$ cat config.mk
export PLATFORM = sky130hd
export DESIGN_NAME = fp_div_iter
export DESIGN_NICKNAME = d
export VERILOG_FILES = /design/src/rtl/fp_div_iter.sv
export SDC_FILE = /design/constraint.sdc
export NUM_CORES = 1
export LEC_CHECK = 0
export BUFFER_PORTS_ARGS = -buffer_cell sky130_fd_sc_hd__buf_4
export CAP_MARGIN = 40
export CORE_MARGIN = 4
export CORE_UTILIZATION = 30
export CTS_CLUSTER_DIAMETER = 150
export CTS_CLUSTER_SIZE = 20
export DETAILED_ROUTE_END_ITERATION = 8
export PLACE_DENSITY_LB_ADDON = 0.08
export SLEW_MARGIN = 30
export SYNTH_ARGS = -nofsm -noshare
export SYNTH_HDL_FRONTEND = slang
export SYNTH_SLANG_ARGS = --single-unit
export TNS_END_PERCENT = 10
$ cat constraint.sdc
create_clock -name clk -period 13.28 [get_ports clk]
set_input_delay 0.664 -clock clk [delete_from_list [all_inputs] [get_ports clk]]
set_output_delay 0.664 -clock clk [all_outputs]
set_load 0.02 [all_outputs]
$ cat src/rtl/fp_div_iter.sv
// fp_div_iter: iterative IEEE-754 divider with a start/busy/valid handshake.
//   Restoring radix-2 mantissa division (one quotient bit per cycle), full
//   special-case decoding, subnormal flush-to-zero, exception flags.
//   Build option: define FP_DIV_RNE_EN for round-to-nearest-even; otherwise
//   the quotient is truncated (round toward zero). Latency and flags are the
//   same in both builds.
// Ports:
//   clk, rst    clock (rising edge), asynchronous active-high reset
//   start       request, sampled only while idle
//   a, b        dividend / divisor, {sign, exp[EXP_W], frac[MAN_W]}
//   busy        normal-path division in progress
//   valid       one-cycle pulse, result/flags updated in that cycle
//   result      quotient, held until the next valid
//   flags       {invalid, div_by_zero, overflow, underflow}, held with result
module fp_div_iter #(
    parameter int unsigned EXP_W = 8,
    parameter int unsigned MAN_W = 23
) (
    input  logic                   clk,
    input  logic                   rst,
    input  logic                   start,
    input  logic [EXP_W+MAN_W:0]   a,
    input  logic [EXP_W+MAN_W:0]   b,
    output logic                   busy,
    output logic                   valid,
    output logic [EXP_W+MAN_W:0]   result,
    output logic [3:0]             flags
);

    localparam int unsigned W         = 1 + EXP_W + MAN_W;
    localparam int unsigned EW        = EXP_W + 2;        // signed working exponent
    localparam int unsigned MW        = MAN_W + 1;        // mantissa with hidden bit
    localparam int unsigned RW        = MAN_W + 2;        // partial remainder
    localparam int unsigned QW        = MAN_W + 3;        // quotient bits
    localparam int unsigned CNT_W     = $clog2(MAN_W + 4);
    localparam int unsigned BIAS      = 2**(EXP_W-1) - 1;
    localparam int unsigned EXP_MAX   = 2**EXP_W - 1;
    localparam int unsigned ITER_LAST = MAN_W + 2;

    localparam logic [W-1:0] QNAN = {1'b0, {EXP_W{1'b1}}, 1'b1, {(MAN_W-1){1'b0}}};

`ifdef FP_DIV_RNE_EN
    localparam logic RNE = 1'b1;
`else
    localparam logic RNE = 1'b0;
`endif

    typedef enum logic [1:0] {IDLE, ITER, ROUND, DONE} state_t;

    state_t               state, state_nxt;
    logic [CNT_W-1:0]     cnt, cnt_nxt;
    logic [QW-1:0]        quot, quot_nxt;
    logic [RW-1:0]        rem, rem_nxt;
    logic [MW-1:0]        mb, mb_nxt;
    logic signed [EW-1:0] exp_r, exp_nxt;
    logic                 sign_r, sign_nxt;
    logic [W-1:0]         pend_res, pend_res_nxt;
    logic [3:0]           pend_flg, pend_flg_nxt;
    logic                 busy_nxt, valid_nxt;
    logic [W-1:0]         result_nxt;
    logic [3:0]           flags_nxt;

    // Operand decode; exponent 0 means zero (subnormals flushed)
    logic [EXP_W-1:0] ea_c, eb_c;
    logic [MAN_W-1:0] fa_c, fb_c;
    logic             a_zero_c, b_zero_c, a_inf_c, b_inf_c, a_nan_c, b_nan_c;
    logic             sign_c;

    assign ea_c     = a[MAN_W +: EXP_W];
    assign eb_c     = b[MAN_W +: EXP_W];
    assign fa_c     = a[MAN_W-1:0];
    assign fb_c     = b[MAN_W-1:0];
    assign a_zero_c = (ea_c == '0);
    assign b_zero_c = (eb_c == '0);
    assign a_inf_c  = (ea_c == {EXP_W{1'b1}}) && (fa_c == '0);
    assign b_inf_c  = (eb_c == {EXP_W{1'b1}}) && (fb_c == '0);
    assign a_nan_c  = (ea_c == {EXP_W{1'b1}}) && (fa_c != '0);
    assign b_nan_c  = (eb_c == {EXP_W{1'b1}}) && (fb_c != '0);
    assign sign_c   = a[W-1] ^ b[W-1];

    // Special-case resolution, order matters (NaN-producing cases first)
    logic         special_c;
    logic [W-1:0] spec_res_c;
    logic [3:0]   spec_flg_c;

    always_comb begin
        special_c  = 1'b1;
        spec_res_c = '0;
        spec_flg_c = '0;
        if (a_nan_c || b_nan_c || (a_zero_c && b_zero_c) || (a_inf_c && b_inf_c)) begin
            spec_res_c = QNAN;
            spec_flg_c = 4'b1000;
        end else if (b_zero_c && !a_inf_c) begin
            spec_res_c = {sign_c, {EXP_W{1'b1}}, {MAN_W{1'b0}}};
            spec_flg_c = 4'b0100;
        end else if (a_inf_c) begin
            spec_res_c = {sign_c, {EXP_W{1'b1}}, {MAN_W{1'b0}}};
        end else if (b_inf_c || a_zero_c) begin
            spec_res_c = {sign_c, {(W-1){1'b0}}};
        end else begin
            special_c = 1'b0;
        end
    end

    // Capture: the integer quotient bit is resolved here, ITER supplies the rest
    logic [MW-1:0]        ma_c, mb_c, r0_c;
    logic                 q0_c;
    logic signed [EW-1:0] e_c;

    assign ma_c = {1'b1, fa_c};
    assign mb_c = {1'b1, fb_c};
    assign q0_c = (ma_c >= mb_c);
    assign r0_c = q0_c ? (ma_c - mb_c) : ma_c;
    assign e_c  = EW'(ea_c) - EW'(eb_c) + EW'(BIAS);

    // One restoring step; remainder stays below 2*mb so RW bits suffice
    logic          ge_c;
    logic [RW-1:0] diff_c, sub_c;

    assign ge_c   = (rem >= {1'b0, mb});
    assign diff_c = rem - {1'b0, mb};
    assign sub_c  = ge_c ? diff_c : rem;

    // Normalise, round, range-check
    logic [MW-1:0]        mant_c;
    logic                 g_c, s_c, inc_c, carry_c;
    logic [MW:0]          sum_c;
    logic [MAN_W-1:0]     frac_c;
    logic signed [EW-1:0] e_n_c, e_r_c;
    logic [W-1:0]         rnd_res_c;
    logic [3:0]           rnd_flg_c;

    always_comb begin
        if (quot[QW-1]) begin
            mant_c = quot[QW-1:2];
            g_c    = quot[1];
            s_c    = quot[0] | (|rem);
            e_n_c  = exp_r;
        end else begin
            mant_c = quot[QW-2:1];
            g_c    = quot[0];
            s_c    = |rem;
            e_n_c  = exp_r - EW'(1);
        end
        inc_c   = RNE & g_c & (s_c | mant_c[0]);
        sum_c   = {1'b0, mant_c} + (MW+1)'(inc_c);
        carry_c = sum_c[MW];
        frac_c  = carry_c ? sum_c[MW-1:1] : sum_c[MAN_W-1:0];
        e_r_c   = e_n_c + EW'(carry_c);
        if (e_r_c >= $signed(EW'(EXP_MAX))) begin
            rnd_res_c = {sign_r, {EXP_W{1'b1}}, {MAN_W{1'b0}}};
            rnd_flg_c = 4'b0010;
        end else if (e_r_c <= $signed(EW'(0))) begin
            rnd_res_c = {sign_r, {(W-1){1'b0}}};
            rnd_flg_c = 4'b0001;
        end else begin
            rnd_res_c = {sign_r, e_r_c[EXP_W-1:0], frac_c};
            rnd_flg_c = 4'b0000;
        end
    end

    // FSM state register
    always_ff @(posedge clk or posedge rst) begin
        if (rst) state <= IDLE;
        else     state <= state_nxt;
    end

    // FSM next-state logic
    always_comb begin
        state_nxt = state;
        case (state)
            IDLE:    if (start) state_nxt = special_c ? DONE : ITER;
            ITER:    if (cnt == CNT_W'(ITER_LAST)) state_nxt = ROUND;
            ROUND:   state_nxt = DONE;
            DONE:    state_nxt = IDLE;
            default: state_nxt = IDLE;
        endcase
    end

    // FSM outputs and datapath next values
    always_comb begin
        busy_nxt     = busy;
        valid_nxt    = 1'b0;
        result_nxt   = result;
        flags_nxt    = flags;
        cnt_nxt      = cnt;
        quot_nxt     = quot;
        rem_nxt      = rem;
        mb_nxt       = mb;
        exp_nxt      = exp_r;
        sign_nxt     = sign_r;
        pend_res_nxt = pend_res;
        pend_flg_nxt = pend_flg;
        case (state)
            IDLE: begin
                busy_nxt = start && !special_c;
                if (start) begin
                    if (special_c) begin
                        pend_res_nxt = spec_res_c;
                        pend_flg_nxt = spec_flg_c;
                    end else begin
                        cnt_nxt  = CNT_W'(1);
                        quot_nxt = QW'(q0_c);
                        rem_nxt  = {r0_c, 1'b0};
                        mb_nxt   = mb_c;
                        exp_nxt  = e_c;
                        sign_nxt = sign_c;
                    end
                end
            end
            ITER: begin
                busy_nxt = 1'b1;
                cnt_nxt  = cnt + CNT_W'(1);
                quot_nxt = {quot[QW-2:0], ge_c};
                rem_nxt  = {sub_c[RW-2:0], 1'b0};
            end
            ROUND: begin
                busy_nxt     = 1'b1;
                pend_res_nxt = rnd_res_c;
                pend_flg_nxt = rnd_flg_c;
            end
            DONE: begin
                busy_nxt   = 1'b0;
                valid_nxt  = 1'b1;
                result_nxt = pend_res;
                flags_nxt  = pend_flg;
                cnt_nxt    = '0;
            end
            default: ;
        endcase
    end

    // Datapath and output registers
    always_ff @(posedge clk or posedge rst) begin
        if (rst) begin
            cnt      <= '0;
            quot     <= '0;
            rem      <= '0;
            mb       <= '0;
            exp_r    <= '0;
            sign_r   <= 1'b0;
            pend_res <= '0;
            pend_flg <= '0;
            busy     <= 1'b0;
            valid    <= 1'b0;
            result   <= '0;
            flags    <= '0;
        end else begin
            cnt      <= cnt_nxt;
            quot     <= quot_nxt;
            rem      <= rem_nxt;
            mb       <= mb_nxt;
            exp_r    <= exp_nxt;
            sign_r   <= sign_nxt;
            pend_res <= pend_res_nxt;
            pend_flg <= pend_flg_nxt;
            busy     <= busy_nxt;
            valid    <= valid_nxt;
            result   <= result_nxt;
            flags    <= flags_nxt;
        end
    end

endmodule

======== Yosys cells after proc, flatten, opt, wreduce, memory -nomap -nowiden ========
Index checks and enable logic that the tools add are counted.
storage, ports and cells
  output and inout bits ................... 38
  input bits .............................. 67
  register bits ........................... 167
  logic and storage cells ................. 104
cells by class
  magnitude comparators ................... 4
  eq/ne operators ......................... 10
  bitwise operators ....................... 2
  reduce and logical (&&, ||, !) cells .... 30
  $add $sub $neg .......................... 6
  muxes and demuxes ....................... 39
operators by type and width
  operator                                                                           count
  32-bit 2-to-1 mux                                                                  6
  32-bit case mux with 2 select lines                                                1
  31-bit 2-to-1 mux                                                                  2
  26-bit 2-to-1 mux                                                                  2
  26-bit case mux with 2 select lines                                                1
  25-bit 2-to-1 mux                                                                  2
  25-bit case mux with 2 select lines                                                1
  24-bit 2-to-1 mux                                                                  2
  24-bit subtractor                                                                  2
  23-bit logical NOT                                                                 2
  23-bit nonzero test                                                                2
  25-bit by 24-bit >= comparator with 1-bit output                                   1
  24-bit >= comparator                                                               1
  23-bit 2-to-1 mux                                                                  1
  8-bit == test, second input constant                                               2
  8-bit logical NOT                                                                  2
  5-bit case mux with 3 select lines                                                 1
  4-bit 2-to-1 mux                                                                   3
  3-bit AND reduction                                                                4
  9-bit by 8-bit adder with 10-bit output, second input constant                     1
  10-bit by 9-bit >= comparator with 1-bit output, second input constant             1
  10-bit by 1-bit less-or-equal comparator with 1-bit output, second input constant  1
  10-bit 2-to-1 mux                                                                  1
  5-bit 2-to-1 mux                                                                   2
  23 further kinds                                                                   47

======== Depth between registers and ports, before layout ========
  word-level depth ........................ 10
  depth in mapped cells ................... 14
  depth with buffers taken out ............ 13

======== Least setup slack after synthesis ========
OpenSTA, ideal clock, no wires.
  kind .................................... input to register
  from .................................... in a[0]
  to ...................................... reg rem[9]
  buffers on the path ..................... 2
  arrival time ............................ 2.971 ns
  slack ................................... 10.231 ns
  cell stages on the path ................. 13
  setup time .............................. 0.078 ns
  required time ........................... 13.202 ns
  cells stage by stage .................... inv_1 > ha_1 > fa_1 > nand2b_1 > a21o_1 > a211oi_2 > o2111ai_1 > and4b_4 > buf_6 > buf_6 > o31ai_1 > o22ai_1 > a21oi_1
on the way
  longest elaborated chain between the ends .. 8
ends and longest elaborated chain
  item                                                                       line  text
  start, declared                                                            22    input logic [EXP_W+MAN_W:0] a,
  parallel branches: the longest is 8 deep, another holds 24-bit subtractor  -
  end signal, assigned                                                       251   rem <= rem_nxt;
  end, declared                                                              53    logic [RW-1:0] rem, rem_nxt;
Parallel ways; which one is timed is not known. The select of a mux whose other input is x is not followed.
A chain may end at the register's enable or synchronous reset.

======== Final worst setup path ========
  from .................................... reg rem[4]
  to ...................................... reg rem[6]
on the way
  longest elaborated chain between the ends .. 3
ends and longest elaborated chain
  item                                                                                          line      text
  24-bit subtractor / 25-bit by 24-bit >= comparator with 1-bit output (equally long branches)  121, 120
  24-bit 2-to-1 mux (*)                                                                         122       assign sub_c = ge_c ? diff_c : rem;
  25-bit case mux with 2 select lines (*)                                                       194       case (state)
Every way passes the cells marked *; elsewhere a longest branch is shown, timed or not.

==> metrics <==
outcome finished clean; Final #Nets 1422; PwrDens 209.2 mW/mm^2; Non-Filler Instances 1756; die area 0.03861 sq mm; Routed wire per std cell 17.53 um; Num CTS Buffers 17; max-slew violation count 0; largest net degree at the start of global routing 65; Main synth FF type dfrtp_1; GP Congestion 0.8270; top-area cell type share of the netlist area 38.97%; Max transition margin 48.61%; Util after Layout 36.10%; Die Width 196.5 um; global-route wire length before repair 49460 um; vias per inst 5.039; Final Setup Violations 0; Placed Instances 1724; Tot Pwr 2.629 mW; yosys warns 0; Setup TNS 0 ns; Setup Buffers After CTS 0; Setup crit start kind register; Fmax 311.4 MHz; Post-Synthesis Cells 1197; synth top area cells dfrtp_1, ha_1, nand2_1, o21ai_0, mux2_2; TritonRoute pass-1 iters 5; final critical-path required period 3.211 ns; WP data arrival 3.53 ns; fraction of layout instances using a drive strength above 1 16.53%; Initial Util 30.63%; Final Hold Vio Count 0; vias in the first global route 8802; final wirelength 30790 um; CTS Buffer Depth 2; Max FO, Critical Path 17; num rows 68; FF+latch count, synth 166; worst min-delay path category in2async; # IOs 105; Reg clk slew, reported paths 0.07 ns; drt initial violations 416; Crit Path Category reg2reg; CTS tree yes; n_diodes 0; Area Growth Syn to Fin 17.85%; global-route congestion overflow total 0; PostCTS Resize Cnt 0; Synth Cell Area 0.01066 sq mm; MaxCap Viol Count 0; Final ANT Viol Nets 0; sequential fraction of the synthesis area 38.97%; drc violations 0; routed vias 8848; Die Y 196.5 um; slew at the pin closest to its max-slew limit 0.7687 ns; total number of H-tree levels 4; Clock Skew 0.01126 ns; post-synthesis cell type count 79; PnR worst setup slack 10.07 ns; Setup WS pre-CTS 9.697 ns; RSZ-0062 raised after global routing no; Clock Sinks 166; initial antenna violation count 0; CTS root buf clkbuf_16; core area 0.03480 sq mm; Post-synth EDFFs 0; Period Utilization, post-route 24.18%; hpwl dp 23190 um; async set or reset register ratio after synthesis 100.0%; Port Buffers 104; CP Data Required Time 13.60 ns; Post-Syn Area per Cell 8.906 sq um; overall routing resource usage 15.92%; CP endpoint kind register; clk_lat worst skew 0.43 ns; CTS hold repair buffers 0; worst vdd ir 0.1204 mV; Leak 5.538 nW; Net Count, Synth 1331; Yosys top cell by area dfrtp_1
==> state kept, by name, indices dropped and copies added (netlist names), 5 cells and up <==
signal    cells
mb           24
exp_r        10
pend_res     32
cnt           5
result       32
quot         26
rem          24
==> critical path, stage by stage (launching register included) <==
cell and delay [ns]:
dfrtp_1 0.42, ha_1 0.38, a21o_1 0.22, a211o_1 0.27, o21ai_2 0.15, a21oi_2 0.13, o211ai_2 0.22, nand2_2 0.13
a31oi_4 0.64, a211oi_1 0.14, o41ai_1 0.39
==> power by group <==
part	total [mW]	internal [mW]	leakage [nW]	switching, mW
registers	0.733	0.640	2.12	0.0932
logic	1.38	0.548	3.13	0.829
clock network	0.519	0.289	0.291	0.231
total	2.63	1.48	5.54	1.15
==> layout make-up <==
| class | instances | area (sq um) |
|---|---|---|
| Clock buffer | 19 | 442.9 |
| Clock inverter | 13 | 166.4 |
| Fill cell | 3593 | 22240 |
| Inverter | 83 | 316.6 |
| Multi-Input combinational cell | 902 | 5987 |
| Sequential cell | 166 | 4154 |
| Tap cell | 455 | 569.3 |
| Timing Repair Buffer | 118 | 927.1 |
==> per-stage QoR <==
stage | instance area, sq um | hold slack [ns]
floorplan | 10660 | 0.4175
detailed placement | 11950 | 0.4456
CTS | 12560 | 0.2744
finish | 12560 | 0.2657
global placement | 11880 | 0.4447
global route | 12560 | 0.2998
==> cells in the mapped netlist, drive strengths merged (4+ instances only) <==
| cell | instances |
|---|---|
| nor3b | 4 |
| nand2b | 11 |
| nor2 | 69 |
| a21boi | 9 |
| o41ai | 7 |
| a21o | 15 |
| and2 | 4 |
| mux2i | 43 |
| o21ai | 135 |
| inv | 82 |
| o31ai | 7 |
| and3 | 5 |
| a31oi | 10 |
| clkbuf | 30 |
| nor2b | 5 |
| nand2 | 176 |
| mux2 | 42 |
| xnor2 | 29 |
| dfrtp | 166 |
| a211oi | 12 |
| nor3 | 31 |
| xor2 | 23 |
| o21a | 15 |
| nand3 | 14 |
| a221oi | 5 |
| ha | 64 |
| a21oi | 62 |
| nand4 | 14 |
| o22ai | 12 |
| nor4 | 23 |
| or3 | 4 |
| buf | 16 |
| o211ai | 12 |
==> cell families (layout without fill, tap and decap cells) <==
logic type | count (synthesis) | in the layout | share of synthesized area, %
AOI/OAI and AO/OA | 327 | 327 | 19.13
xor gates and xnor gates | 52 | 52 | 4.272
adders and majority gates | 67 | 67 | 8.075
buffers and inverters | 129 | 233 | 5.117
DFF | 166 | 166 | 38.97
muxes | 85 | 85 | 8.509
and+or+nand+nor | 371 | 371 | 15.93
==> routing by layer <==
metal	routed length, um	part of all wire, %	track usage, %
met5	0	0	0
met4	442	1.4	3.672
met1	14250	46	20.99
met3	772	2.5	2.256
met2	15330	50	27.80
==> cells in the final DEF, fill, tap and decap left out, types with 7 or more instances in the layout <==
master and instances:
mux2i_1 43, mux2_2 41, o21a_1 15, nand2_1 175, nand2b_1 11, buf_4 114
a21boi_0 8, a21oi_1 57, ha_1 63, xor2_1 23, nor3_1 30, o211ai_1 10
a21o_1 15, dfrtp_1 166, xnor2_1 29, o31ai_1 7, o21ai_0 111, o21ai_1 22
o22ai_1 12, a211oi_1 11, nand4_1 14, clkbuf_16 17, nor2_1 69, nor4_1 22
a31oi_1 9, nand3_1 13, inv_1 81
==> path summary, 6_finish.rpt <==
path,slack (ns),cells after the start,startpoint,to
max,10.07,10,rem[4],rem[6]
min in group clk,0.45,2,mb[23],mb[23]
max in group asynchronous,11.24,5,rst,pend_res[29]
max reg2reg,10.07,10,rem[4],rem[6]
min,0.27,2,rst,rem[18]
min reg2reg,0.45,2,mb[23],mb[23]
Power figures use the tool's default switching activity.
